[src/rtl/seven_decimal_capture.sv]
// -----------------------------------------------------------------------------
// seven_decimal_capture
//
// Receive side of a scanned seven-segment decimal display. Samples the
// multiplexed segment bus every cycle, waits for the (an, ca) pair to stay
// identical for STABLE_CYCLES samples, then commits the decoded digit for the
// single active digit select. Used to self-check or mirror display output.
//
// Ports
//   clk          system clock
//   rst_n        synchronous active-low reset
//   an           one-hot active-high digit select (all zero = blanking gap)
//   ca           segment bus, [6:0] = segments g..a, [7] = decimal point
//   clr_flags    clears the sticky error flags (a coincident set wins)
//   digits       decoded value per digit, digit i at [4i+3:4i]
//                (F = blank, E = illegal pattern)
//   points       captured decimal point per digit
//   digit_valid  digit i holds a legal 0-9 value
//   update       one-cycle pulse after a digit commit
//   update_idx   index of the committed digit, meaningful while update is high
//   bad_seg      sticky: a non-blank pattern outside the 0-9 table was committed
//   bad_an       sticky: a stable select with two or more bits set was seen
// -----------------------------------------------------------------------------
module seven_decimal_capture #(
   parameter  int NUM_DIGITS    = 4,
   parameter  int STABLE_CYCLES = 4,
   localparam int IDX_W         = (NUM_DIGITS > 1) ? $clog2(NUM_DIGITS) : 1
) (
   input  logic                    clk,
   input  logic                    rst_n,
   input  logic [NUM_DIGITS-1:0]   an,
   input  logic [7:0]              ca,
   input  logic                    clr_flags,
   output logic [4*NUM_DIGITS-1:0] digits,
   output logic [NUM_DIGITS-1:0]   points,
   output logic [NUM_DIGITS-1:0]   digit_valid,
   output logic                    update,
   output logic [IDX_W-1:0]        update_idx,
   output logic                    bad_seg,
   output logic                    bad_an
);

   localparam int              CNT_W      = $clog2(STABLE_CYCLES + 1);
   localparam logic [CNT_W-1:0] CNT_ONE    = CNT_W'(1);
   localparam logic [CNT_W-1:0] CNT_MAX    = CNT_W'(STABLE_CYCLES);
   localparam logic [CNT_W-1:0] CNT_COMMIT = CNT_W'(STABLE_CYCLES - 1);

   logic [NUM_DIGITS-1:0]   r_an_q;
   logic [7:0]              r_ca_q;
   logic [CNT_W-1:0]        r_cnt;
   logic [4*NUM_DIGITS-1:0] r_digits;
   logic [NUM_DIGITS-1:0]   r_points;
   logic [NUM_DIGITS-1:0]   r_valid;
   logic                    r_update;
   logic [IDX_W-1:0]        r_update_idx;
   logic                    r_bad_seg;
   logic                    r_bad_an;

   logic                    w_held;
   logic                    w_at_commit;
   logic                    w_onehot;
   logic                    w_commit;
   logic                    w_bad_an_set;
   logic                    w_bad_seg_set;
   logic [IDX_W-1:0]        w_idx;
   logic [3:0]              w_dec_val;
   logic                    w_dec_blank;
   logic                    w_dec_bad;

   assign w_held   = (an == r_an_q) && (ca == r_ca_q);
   // The counter only reaches CNT_COMMIT once per run (it saturates above it),
   // so this edge is the STABLE_CYCLES-th identical sample and fires once.
   assign w_at_commit   = w_held && (r_cnt == CNT_COMMIT);
   assign w_onehot      = $onehot(an);
   assign w_commit      = w_at_commit && w_onehot;
   assign w_bad_an_set  = w_at_commit && !w_onehot && (an != '0);
   assign w_bad_seg_set = w_commit && w_dec_bad;

   // Index of the active select bit; only used when an is one-hot.
   always_comb begin
      w_idx = '0;
      for (int k = 0; k < NUM_DIGITS; k++) begin
         if (an[k]) w_idx = IDX_W'(k);
      end
   end

   // Exact-match segment decode. Blank maps to F, anything else unknown to E.
   always_comb begin
      w_dec_val   = 4'hE;
      w_dec_blank = 1'b0;
      w_dec_bad   = 1'b0;
      case (ca[6:0])
         7'b0111111: w_dec_val = 4'd0;
         7'b0000110: w_dec_val = 4'd1;
         7'b1011011: w_dec_val = 4'd2;
         7'b1001111: w_dec_val = 4'd3;
         7'b1100110: w_dec_val = 4'd4;
         7'b1101101: w_dec_val = 4'd5;
         7'b1111101: w_dec_val = 4'd6;
         7'b0000111: w_dec_val = 4'd7;
         7'b1111111: w_dec_val = 4'd8;
         7'b1101111: w_dec_val = 4'd9;
         7'b0000000: begin
            w_dec_val   = 4'hF;
            w_dec_blank = 1'b1;
         end
         default: w_dec_bad = 1'b1;
      endcase
   end

   always_ff @(posedge clk) begin
      if (!rst_n) begin
         r_an_q       <= '0;
         r_ca_q       <= '0;
         r_cnt        <= '0;
         r_digits     <= '1;
         r_points     <= '0;
         r_valid      <= '0;
         r_update     <= 1'b0;
         r_update_idx <= '0;
         r_bad_seg    <= 1'b0;
         r_bad_an     <= 1'b0;
      end else begin
         r_an_q <= an;
         r_ca_q <= ca;

         if (!w_held) begin
            r_cnt <= CNT_ONE;
         end else if (r_cnt < CNT_MAX) begin
            r_cnt <= r_cnt + CNT_ONE;
         end

         r_update <= w_commit;
         if (w_commit) begin
            r_update_idx <= w_idx;
            for (int i = 0; i < NUM_DIGITS; i++) begin
               if (an[i]) begin
                  r_points[i]       <= ca[7];
                  r_digits[4*i +: 4] <= w_dec_val;
                  r_valid[i]        <= !w_dec_blank && !w_dec_bad;
               end
            end
         end

         // Set has priority over clear.
         r_bad_seg <= (r_bad_seg && !clr_flags) || w_bad_seg_set;
         r_bad_an  <= (r_bad_an  && !clr_flags) || w_bad_an_set;
      end
   end

   assign digits      = r_digits;
   assign points      = r_points;
   assign digit_valid = r_valid;
   assign update      = r_update;
   assign update_idx  = r_update_idx;
   assign bad_seg     = r_bad_seg;
   assign bad_an      = r_bad_an;

endmodule

[config.mk]
export PLATFORM = sky130hd
export DESIGN_NAME = seven_decimal_capture
export DESIGN_NICKNAME = d
export VERILOG_FILES = /design/src/rtl/seven_decimal_capture.sv
export SDC_FILE = /design/constraint.sdc
export NUM_CORES = 1
export LEC_CHECK = 0
export ABC_AREA = 1
export CORE_ASPECT_RATIO = 1.1
export CORE_MARGIN = 2
export CORE_UTILIZATION = 65
export DETAILED_ROUTE_END_ITERATION = 10
export DONT_BUFFER_PORTS = 1
export GPL_ROUTABILITY_DRIVEN = 0
export HOLD_SLACK_MARGIN = 0.1
export PLACE_DENSITY = 0.92
export SETUP_SLACK_MARGIN = 0.05
export SYNTH_ARGS = -nofsm -noshare
export SYNTH_HDL_FRONTEND = slang
export SYNTH_SLANG_ARGS = --single-unit
[constraint.sdc]
create_clock -name clk -period 6.2 [get_ports clk]
set_input_delay 1.24 -clock clk [delete_from_list [all_inputs] [get_ports clk]]
set_output_delay 1.24 -clock clk [all_outputs]
set_load 0.01 [all_outputs]
# Word-level counts from Yosys, hierarchy flattened
# Cells that the tools add are included.
[word_totals] ram_bits=0 input_bits=15 mem_count=0 regBits=44 wordCells=70 latchBits=0 output_inout_bits=29 mem_bits_ro=0
[classes] magnitude_cmp=1 n_mul=0 muxes=8 shift=0 n_eq_ne=15 n_addsub=4 div_mod_pow=0 bitwise_logic=0 reduce_logical=22
[ops] operator="7-bit equality test (second input constant)" n=7
[ops] operator="4-bit one-hot mux with 11 select lines" n=1
[ops] operator="7-bit by 3-bit equality test with 1-bit output (second input constant)" n=2
[ops] operator="11-bit OR reduction" n=1
[ops] operator="2-bit AND reduction" n=5
[ops] operator="1-bit logical AND" n=9
[ops] operator="8-bit equality test" n=1
[ops] operator="7-bit by 6-bit equality test with 1-bit output (second input constant)" n=1
[ops] operator="7-bit zero test" n=1
[ops] operator="1-bit 2-to-1 mux" n=5
[ops] operator="1-bit by 1-bit adder with 2-bit output" n=2
[ops] operator="4-bit equality test" n=1
[ops] operator="2-bit 2-to-1 mux" n=2
[ops] operator="4-bit nonzero test" n=1
[ops] operator="2-bit by 2-bit adder with 3-bit output" n=1
[ops] operator="3-bit by 1-bit adder with 3-bit output (second input constant)" n=1
[ops] operator="3-bit by 1-bit equality test with 1-bit output (second input constant)" n=1
[ops] operator="3-bit by 2-bit equality test with 1-bit output (second input constant)" n=1
[ops] operator="1-bit zero test" n=3
[ops] operator="3-bit < comparator (second input constant)" n=1
[ops] operator="1-bit logical OR" n=2
[ops] operator="2-bit by 1-bit != test with 1-bit output (second input constant)" n=1

# Logic depth before layout (Yosys ltp)
# Gate-level depths: netlist of run 1.
[logic_depth] word_depth=7 ltp_mapped=12

# Worst setup path after synthesis of run 1
# Ideal clock, no wire load.
[synth_path] path_kind="input port to flip-flop" start="input an[0]" end="register r_digits[1] (netlist: digits[1])" stages=10 path_slack_ns=2.817 required_time_ns=6.066 setup_time_ns=0.134 arrival_ns=3.250 path_cell_list="inv_1 fa_1 inv_1 ha_1 ha_1 nor3_4 clkbuf_1 nand4_2 nand2_1 nand3_1"
[synth_via] elab_chain_len=5 word_cells_on_any_way=8 cone_classes="add/sub (2); eq/ne (2); reduce/logical (4)"
[synth_rtl] item="from (decl)" line_no="31" rtl="input logic [NUM_DIGITS-1:0] an,"
[synth_rtl] item="1-bit by 1-bit adder with 2-bit output (implied by the code) or 4-bit equality test (tied branches)" line_no="74, 70"
[synth_rtl] item="2-bit by 2-bit adder with 3-bit output (implied by the code) or 1-bit logical AND (tied branches)" line_no="74, 70"
[synth_rtl] item="3-bit by 1-bit equality test with 1-bit output or 1-bit logical AND (tied branches)" line_no="74, 73"
[synth_rtl] item="1-bit logical AND" line_no="75" rtl="assign w_commit = w_at_commit && w_onehot;"
[synth_rtl] item="2-bit AND reduction (no source line) *"
[synth_rtl] item="to (signal, indexed assignment)" line_no="139" rtl="r_digits[4*i +: 4] <= w_dec_val;"
[synth_rtl] item="to (decl)" line_no="51" rtl="logic [4*NUM_DIGITS-1:0] r_digits;"
# Mark *: on every way between the ends. The rest lies on a longest branch, timed or not.
# A chain may end at the register's enable or synchronous reset.

# Worst setup path in the final report of run 1
[layout_path] start="input an[0]" end="register r_valid[3] (netlist: digit_valid[3])"
[layout_via] elab_chain_len=5 word_cells_on_any_way=8 cone_classes="add/sub (2); eq/ne (2); reduce/logical (4)"
[layout_rtl] item="1-bit by 1-bit adder with 2-bit output (implied by the code) or 4-bit equality test (tied branches)" line_no="74, 70"
[layout_rtl] item="2-bit by 2-bit adder with 3-bit output (implied by the code) or 1-bit logical AND (tied branches)" line_no="74, 70"
[layout_rtl] item="3-bit by 1-bit equality test with 1-bit output or 1-bit logical AND (tied branches)" line_no="74, 73"
[layout_rtl] item="1-bit logical AND *" line_no="75"
[layout_rtl] item="2-bit AND reduction (no source line) *"
[layout_rtl] item="to (signal, indexed assignment)" line_no="140" rtl="r_valid[i] <= !w_dec_blank && !w_dec_bad;"
[layout_rtl] item="to (decl)" line_no="53" rtl="logic [NUM_DIGITS-1:0] r_valid;"
# Marked as above.

==> impl_results.md, run 1 <==
* Die Area at 0.00388 sq mm
* IO Pins at between 40 and 50
* Setup violators final at 0
* Syn nets at around 340
* Root buf cell: clkbuf_4
* Status: completed
* Num CTS Buffers at 5
* Die height at between 60 and 70 um
* Hold Path Sink: r_cnt[1]
* Final hold viol count at 0
* Total GRT Usage at 24.8%
* Cell variety after synth at 28
* First-pass GRT wire length at 7.38 mm
* Ant. Diodes at 0
* Critical path class: in2reg
* Synth warnings at 0
* CTS tree: done
* Synth Instances at 318
* Initial Utilization at between 60% and 70%
* Final TNS setup at 0 ps
* Final wirelength at 4.35 mm
* Final nets at 336
* NetSw at 119 uW
* Layout area overhead at 2.38%
* WHS Path Cells at 2
* Tcrit/Tclk final at between 50 and 60%
* Post-synthesis sequential area ratio at 39.9%
* Worst reg2reg path endpoint: digit_valid[3]
* VDD IR-drop max at 0.000179 V
* Final HPWL DP at approximately 3.2 mm
* Starting DRT DRC Count at 195
* Post-synth EDFFs at 0
* Clock skew at approximately 5.7 ps
* Hold Path Class: reg2reg
* Vias after detailed routing at 1879
* Drt drc at 0
* Worst path max stage delay at about 550 ps
* Total grt overflow at 0
* CTS resizes at 0
* Largest net degree at the start of global routing at 42
* Antenna violations before repair at 0
* HP Start: r_cnt[1]
* Clk Latency, worst-skew pair at 350 ps
* Slew margin rel. at 62.7%
* Least-Margin Pin Slew at 558 ps
* Cts hold-fix bufs at 0
* Final hold slack at 472 ps
* Post-Syn Area at between 0.002 and 0.0025 sq mm
* R2R Path Start: r_an_q[0]
* PortBufs at 0
* Switching Share at 23.6%
* Unrepaired setup endpoints after global routing: false
* Layout cells sized above 1 at under 10%
* Clock-pin slew on the worst setup and hold paths at approximately 120 ps
* Comb pwr share at ~8.9%
* CP Cell Sequence: inv_1, fa_1, inv_1, ha_1, ha_1, nor3_4, nand4_1, nand2_1, nand2_1, nor2_1
* Initial DRT Pass Iterations at 6
* Min cycle time layout at 3230 ps
* Post-CTS setup repair buffer count at 0
* Int Power at 387 uW
* Critical Path Sink Type: flip-flop
* H-tree Lvls at 2
* Final ANT Viol Nets at 0
* Type of origin of the critical path: primary input
* LEAKAGE at 1.21 nW
* FF-to-FF setup slack at 4500 ps
* Std-Cell Core Area at 0.00330 sq mm
* CTS sink count at 44
* Max Cap Viol at 0
* # fillers at ~270
* R2R cell count at 9
* Die Wd at a little under 60 um
* Fin. max-slew vios at 0
* Critical path arrival at 3520 ps
* Syn_area_per_cell at 6.94 sq um
* Seq pwr share at 57.1%
* Seq cells post-synth at 44
* Number of global-route vias before repair at around 1800
* Max clock buf depth at 2
* Top_reg_cell synth: dfxtp_1
* Asr flop ratio synth at 0%
* PD cells at 224 mW/mm^2
* Crit-path slowest cell: fa_1
* Clock power share at 34.0%
* Worst Path Max Fanout at 14
* Crit. Startpoint: an[0]
* Rows at 22
* WL/cell at 12.4 um
* Total Power at 506 uW
* F_max at 0.310 GHz
* CP required at 6500 ps
* Via/cell ratio at roughly 5.3
==> kinds of logic (layout without fill, tap and decap cells) <==
| family | after synthesis | in the layout | share of synthesized area (%) |
|---|---|---|---|
| AOI/OAI and AO/OA | 11 | 11 | 2.49 |
| xor gates and xnor gates | 6 | 6 | 2.38 |
| and+or+nand+nor | 187 | 187 | 39.2 |
| adders and majority gates | 6 | 6 | 3.74 |
| DFF | 44 | 44 | 39.9 |
| buffers and inverters | 64 | 62 | 12.3 |
==> sequential cells by signal (all words and copies together), names as in the netlist <==
name and cells:
bad_an 1, digits 16, bad_seg 1, update 1, points 4, r_ca_q 8
digit_valid 4, r_cnt 3, update_idx 2, r_an_q 4
==> per-layer routing <==
metal,vias to the layer above,GRT usage [%],routed length (um)
li1,967,-,-
met1,840,28.9,1870
met2,65,41.2,2090
met3,7,7.28,322
met4,0,11.7,71
met5,-,0,0
==> final cells by class <==
class	count	area (sq um)	share of cell area, %
sequential	44	881	39.0
clock inverter	2	35.0	1.55
tap	36	45.0	1.99
clock buffer	6	41.3	1.83
multi-input combinational	210	1050	46.7
inverter	54	203	8.97
==> layout by cell type, fill, tap and decap left out <==
master     synthesis  routed
nand2_1          103     103
inv_1             50      50
dfxtp_1           44      44
nand3_1           29      29
nor2_1            24      24
nand4_1           13      13
a21oi_1            7       7
xnor2_1            6       6
nor2_2             6       6
ha_1               5       5
clkbuf_4           0       5
inv_2              3       3
o21ai_0            3       3
nor2_4             2       2
nand3b_1           2       2
nand2_4            1       1
nand2_2            1       1
nor3_4             1       1
nand3_4            1       1
nor3_1             1       1
nand3_2            1       1
nand4_2            1       1
clkinv_1           1       1
o21ai_1            1       1
nor3b_1            1       1
fa_1               1       1
bufinv_16          0       1
clkbuf_1           5       1
clkinv_2           0       1
==> power groups by stage <==
stage                     registers [mW]  clock network (mW)  logic [mW]
after floorplan                    0.295                   0      0.0455
after global placement             0.295                   0      0.0424
after detailed placement           0.296                   0      0.0444
after CTS                          0.289               0.176      0.0449
after global routing               0.290               0.189      0.0512
final                              0.289               0.172      0.0450
==> critical path: cells and delay by family <==
kind          cells  cell delay [ps]
fa+ha+maj         3             1030
simple gates      5             1140
buf+inv           2              110
==> cell usage after synthesis, types with 3 or more instances <==
cell | instances | area, sq um
nand2_1 | 103 | 387
inv_1 | 50 | 188
dfxtp_1 | 44 | 881
nand3_1 | 29 | 145
nor2_1 | 24 | 90.1
nand4_1 | 13 | 81.3
a21oi_1 | 7 | 35.0
nor2_2 | 6 | 37.5
xnor2_1 | 6 | 52.6
clkbuf_1 | 5 | 18.8
ha_1 | 5 | 62.6
buf_6 | 4 | 45.0
inv_2 | 3 | 11.3
o21ai_0 | 3 | 15.0
==> metrics by stage <==
stage | std cells | area [sq um] | worst slack, ps | util, %
floorplan | 318 | 2210 | 2820 | -
CTS | 352 | 2260 | 2990 | 68.4
finish | 352 | 2260 | 2970 | 68.4
detailed placement | 344 | 2180 | 2620 | 66.1
global placement | 344 | 2180 | 2720 | 66.1
global route | 352 | 2260 | 2830 | 68.4
==> how the worst max path moves through the flow <==
stage	to	slack [ps]	cells past startpoint
6_report	digit_valid[3]	2970	10
5_1_grt	digit_valid[1]	2830	10
4_1_cts	digit_valid[3]	2990	10
3_5_place_dp	digit_valid[3]	2620	10
3_3_place_gp	digit_valid[1]	2720	9
2_1_floorplan	digits[1]	2820	10
(Power assumes the default switching activity.)
==> inputs of run 2 (changes only) <==
CORE_UTILIZATION = 62   (was 65)
PLACE_DENSITY = 0.89   (was 0.92)
clock period = 3.3 ns   (was 6.2 ns; I/O delays follow)
==> impl_results.md, run 2 (same netlist as run 1, synthesis figures left out) <==
* Status: completed
* CP required at 3570 ps (-2930 ps)
* Final nets at 336 (unchanged)
* Starting DRT DRC Count at 99 (-49%)
* Final TNS setup at 0 ps (unchanged)
* Antenna violations before repair at 0 (unchanged)
* Largest register FFs at 16 (unchanged)
* Fin. max-slew vios at 0 (unchanged)
* Post-CTS setup repair buffer count at 0 (unchanged)
* First-pass GRT wire length at 7.34 mm (-0.57%)
* Clock skew at 10.4 ps (+4.70 ps)
* PD cells at 421 mW/mm^2 (+88%)
* Die height at 66.6 um (+2.2%)
* Clock-pin slew on the worst setup and hold paths at 130 ps (about the same)
* Top delay family on crit path: simple AND/OR/NAND/NOR gates
* CTS sink count at 44 (unchanged)
* Die Area at 0.00405 sq mm (+4.5%)
* Final HPWL DP at 3.39 mm (+4.4%)
* Most frequent cells in the layout: nand2_1 (103), inv_1 (50), dfxtp_1 (44), nand3_1 (29), nor2_1 (24)
* R2R cell count at 7 (-2)
* Worst path max stage delay at 540 ps (about the same)
* Worst Path Buf+Inv at 2 (unchanged)
* Layout area overhead at 3.06%
* Critical path arrival at 2940 ps (-580 ps)
* R2R Path Start: r_cnt[0]
* PortBufs at 0 (unchanged)
* Initial DRT Pass Iterations at 4 (-2)
* Hold Path Sink: digits[9]
* Type of origin of the critical path: primary input
* Max Cap Viol at 0 (unchanged)
* Met2 wire len at 2.24 mm (+7.3%)
* Fin util at 67.2% (-1.2 points)
* Die Wd at 60.9 um (+2.2%)
* Slew margin rel. at 63.0% (+0.29 points)
* Final wirelength at 4.50 mm (+3.4%)
* Total grt overflow at 0 (unchanged)
* Setup violators final at 0 (unchanged)
* CTS tree: done
* Largest net degree at the start of global routing at 42 (unchanged)
* VDD IR-drop max at 0.000240 V (+34%)
* DRT met1 WL at 1.85 mm (-0.96%)
* Final ANT Viol Nets at 0 (unchanged)
* Clk Latency, worst-skew pair at 360 ps (about the same)
* Total GRT Usage at 24.5% (-0.34 points)
* Commonest non-fill, non-tap cell in the layout: nand2_1
* # fillers at 295 (+11%)
* WHS Path Cells at 1 (-1)
* Cts hold-fix bufs at 0 (unchanged)
* Max clock buf depth at 2 (unchanged)
* Crit-path slowest cell: fa_1
* H-tree Lvls at 2 (unchanged)
* FF-to-FF setup slack at 1650 ps (-2850 ps)
* WL met3 at 277 um (-14%)
* Number of global-route vias before repair at 1750 (-0.51%)
* Tcrit/Tclk final at roughly four fifths
* IO Pins at 44 (unchanged)
* WL/cell at 12.4 um (about the same)
* Ant. Diodes at 0 (unchanged)
* Std-Cell Core Area at 0.00339 sq mm (+2.5%)
* CTS resizes at 0 (unchanged)
* Least-Margin Pin Slew at 553 ps (-4.39 ps)
* Min cycle time layout at 2660 ps
* Initial Utilization at 65.2% (-1.6 points)
* Drt drc at 0 (unchanged)
* Final hold viol count at 0 (unchanged)
* Layout cells sized above 1 at 7.59% (unchanged)
* Root buf cell: clkbuf_4
* Vias after detailed routing at 1902 (+1.2%)
* F_max at 0.376 GHz
* CP Cell Sequence: inv_1, fa_1, inv_1, ha_1, ha_1, nor3_4, nand4_1, nor2_1, nor2_1
* HP Start: rst_n
* Via/cell ratio at 5.23 (-2.1%)
* LEAKAGE at 1.21 nW (unchanged)
* Top layer in use: met4
* Worst reg2reg path endpoint: points[1]
* Rows at 22 (unchanged)
* Unrepaired setup endpoints after global routing: false
* Num CTS Buffers at 5 (unchanged)
* Critical Path Sink Type: flip-flop
* Critical path class: in2reg
* Hold Path Class: in2reg
* Worst Path Max Fanout at 14 (unchanged)
run 2: how the worst max path moves through the flow:
stage / from / end / slack, ps / cells after the start
floorplan: an[0] / digits[1] / 500 / 10
global placement: an[0] / digit_valid[1] / 380 / 9
detailed placement: an[0] / digit_valid[1] / 260 / 9
CTS: an[0] / digit_valid[1] / 660 / 9
global route: an[0] / digit_valid[2] / 480 / 10
finish: an[0] / digit_valid[1] / 640 / 9
run 2: layer usage:
metal | global-route usage, % | vias up
li1 | - | 973
met1 | 26.2 | 854
met2 | 40.6 | 62
met3 | 7.96 | 13
met4 | 15.2 | 0
met5 | 0 | -
run 2: where the power goes:
part | internal (mW) | total (mW) | switching (mW)
registers | 0.540 | 0.543 | 0.00387
logic | 0.0292 | 0.0847 | 0.0555
clock network | 0.159 | 0.329 | 0.170
total | 0.728 | 0.957 | 0.229
run 2: stage by stage:
stage	cell area (sq um)	power [mW]	hold WS (ps)	instances	worst slack, ps
3_5_place_dp	2200	0.640	456	356	264
4_1_cts	2270	0.964	363	364	663
6_report	2270	0.957	375	364	638
3_3_place_gp	2200	0.635	447	356	380
2_1_floorplan	2210	0.640	437	318	497
5_1_grt	2270	0.994	355	364	482
run 2: cell type report:
| cell class | count | area [sq um] | share of cell area [%] |
|---|---|---|---|
| sequential | 44 | 881 | 38.7 |
| multi-input combinational | 210 | 1050 | 46.4 |
| clock buffer | 6 | 41.3 | 1.82 |
| tap | 48 | 60.1 | 2.64 |
| clock inverter | 2 | 35.0 | 1.54 |
| inverter | 54 | 203 | 8.91 |
==> inputs of run 3 (changes only) <==
clock period = 2.45 ns   (was 3.3 ns; I/O delays follow)
==> impl_results.md, run 3 (same netlist as run 1, synthesis figures left out) <==
* Fin. max-slew vios at 0 (unchanged)
* Layout cells sized above 1 at 9.35% (+1.8 points)
* FF-to-FF setup slack at 790 ps (-860 ps)
* Max clock buf depth at 2 (unchanged)
* Final hold slack at 209 ps (-166 ps)
* H-tree Lvls at 2 (unchanged)
* Register area at 881 sq um (unchanged)
* PD cells at 530 mW/mm^2 (+26%)
* Final TNS setup at 0 ps (unchanged)
* Stages on worst setup path at 10 (+1)
* VDD IR-drop max at 0.000260 V (+8.4%)
* Cts hold-fix bufs at 0 (unchanged)
* Commonest non-fill, non-tap cell in the layout: nand2_1
* Worst Path Buf+Inv at 3 (+1)
* Final ANT Viol Nets at 0 (unchanged)
* Root buf cell: clkbuf_4
* Drt drc at 0 (unchanged)
* Initial Utilization at 65.2% (unchanged)
* # fillers at 315 (+6.8%)
* Crit. Startpoint: an[0]
* Total GRT Usage at 23.6% (-0.83 points)
* Die height at 66.6 um (unchanged)
* CTS tree: done
* Least-Margin Pin Slew at 340 ps (-213 ps)
* First-pass GRT wire length at 7.20 mm (-1.9%)
* R2R cell count at 7 (unchanged)
* Total Power at 1.23 mW (+28%)
* Most frequent cells in the layout: nand2_1 (103), inv_1 (50), dfxtp_1 (44), nand3_1 (29), nor2_1 (24)
* Clk Latency, worst-skew pair at 360 ps (about the same)
* CTS sink count at 44 (unchanged)
* Setup violators final at 0 (unchanged)
* WHS Path Cells at 1 (unchanged)
* Min cycle time layout at 2100 ps
* Total grt overflow at 0 (unchanged)
* Final nets at 341 (+1.5%)
* Status: completed
* LEAKAGE at 1.22 nW (+1.2%)
* Max Cap Viol at 0 (unchanged)
* Ant. Diodes at 0 (unchanged)
* Layout area overhead at 5.10%
* Worst path max stage delay at 550 ps (about the same)
* Clock skew at 14.1 ps (+3.65 ps)
* WL/cell at 12.0 um (-2.9%)
* DP Worst Slack at -22.5 ps (-287 ps)
* Largest net degree at the start of global routing at 42 (unchanged)
* Setup WS post-layout at 349 ps (-290 ps)
* Num CTS Buffers at 5 (unchanged)
* Area taken by multi-input logic gates at 0.00108 sq mm (+2.0%)
* R2R Path Start: r_cnt[0]
* Vias after detailed routing at 1885 (-0.89%)
* Crit-path slowest cell: fa_1
* Final HPWL DP at 3.49 mm (+2.9%)
* Type of origin of the critical path: primary input
* Critical Path Sink Type: flip-flop
* Std-Cell Core Area at 0.00339 sq mm (unchanged)
* Die Wd at 60.9 um (unchanged)
* Critical path arrival at 2370 ps (-570 ps)
* Via/cell ratio at 5.11 (-2.2%)
* Fin util at 68.5% (+1.3 points)
* Die Area at 0.00405 sq mm (unchanged)
* Hold Path Class: in2reg
* Final hold viol count at 0 (unchanged)
* CP endpoint: digit_valid[0]
* Number of global-route vias before repair at 1708 (-2.4%)
* CTS resizes at 0 (unchanged)
* Tcrit/Tclk final at 85.8%
* Worst reg2reg path endpoint: points[0]
* Starting DRT DRC Count at 105 (+6.1%)
* Post-CTS setup repair buffer count at 0 (unchanged)
* CP Cell Sequence: inv_1, fa_1, inv_1, ha_1, ha_4, nor3_4, buf_4, nand4_4, nor2_1, nor2_1
* Largest register FFs at 16 (unchanged)
* PortBufs at 0 (unchanged)
* Final wirelength at 4.43 mm (-1.6%)
* Initial DRT Pass Iterations at 4 (unchanged)
* Clock-pin slew on the worst setup and hold paths at 130 ps (about the same)
* IO Pins at 44 (unchanged)
* Rows at 22 (unchanged)
* Critical path class: in2reg
* Worst Path Max Fanout at 7 (-7)
* Top delay family on crit path: adder cells
* Slew margin rel. at 77.3% (+14 points)
* Unrepaired setup endpoints after global routing: false
* CP required at 2720 ps (-850 ps)
* F_max at approximately 0.48 GHz
* Antenna violations before repair at 0 (unchanged)
==> run 3: worst min-delay path by stage <==
stage | start | end
final | rst_n | digits[2]
after detailed placement | r_cnt[1] | r_cnt[1]
after global routing | rst_n | digits[2]
after floorplan | r_cnt[1] | r_cnt[1]
after global placement | r_cnt[1] | r_cnt[1]
after CTS | rst_n | digits[2]
==> run 3: routing by layer <==
layer	part of all wire (%)	wire length, um	GRT usage [%]
met4	1.1	50	8.42
met1	43	1890	26.2
met5	0	0	0
met2	49	2180	41.0
met3	7.0	311	8.16
==> run 3: layout make-up <==
class	instances	share of cell area (%)
inverters	54	8.74
clock inverters	1	0.324
well taps	48	2.59
clock buffers	7	2.37
multi-input cells	210	46.4
repair buffers	5	1.62
flip-flops and latches	44	38.0
==> run 3: worst reg2reg max path, stage by stage (launching register included) <==
cell and delay (ps):
dfxtp_1 380, ha_1 160, ha_1 350, inv_1 90, nor2_2 310, nand4_1 170, nand2_1 90, nor2_1 40
==> run 3: stage by stage <==
| stage | cell area, sq um | instances |
|---|---|---|
| 5_1_grt | 2320 | 369 |
| 3_3_place_gp | 2260 | 361 |
| 4_1_cts | 2320 | 369 |
| 2_1_floorplan | 2240 | 318 |
| 6_report | 2320 | 369 |
| 3_5_place_dp | 2260 | 361 |
==> run 3: where the power goes <==
part           leakage (nW)  internal, mW  switching (mW)
sequential            0.359         0.727         0.00516
clock                0.0315         0.141           0.224
combinational         0.830        0.0533          0.0796
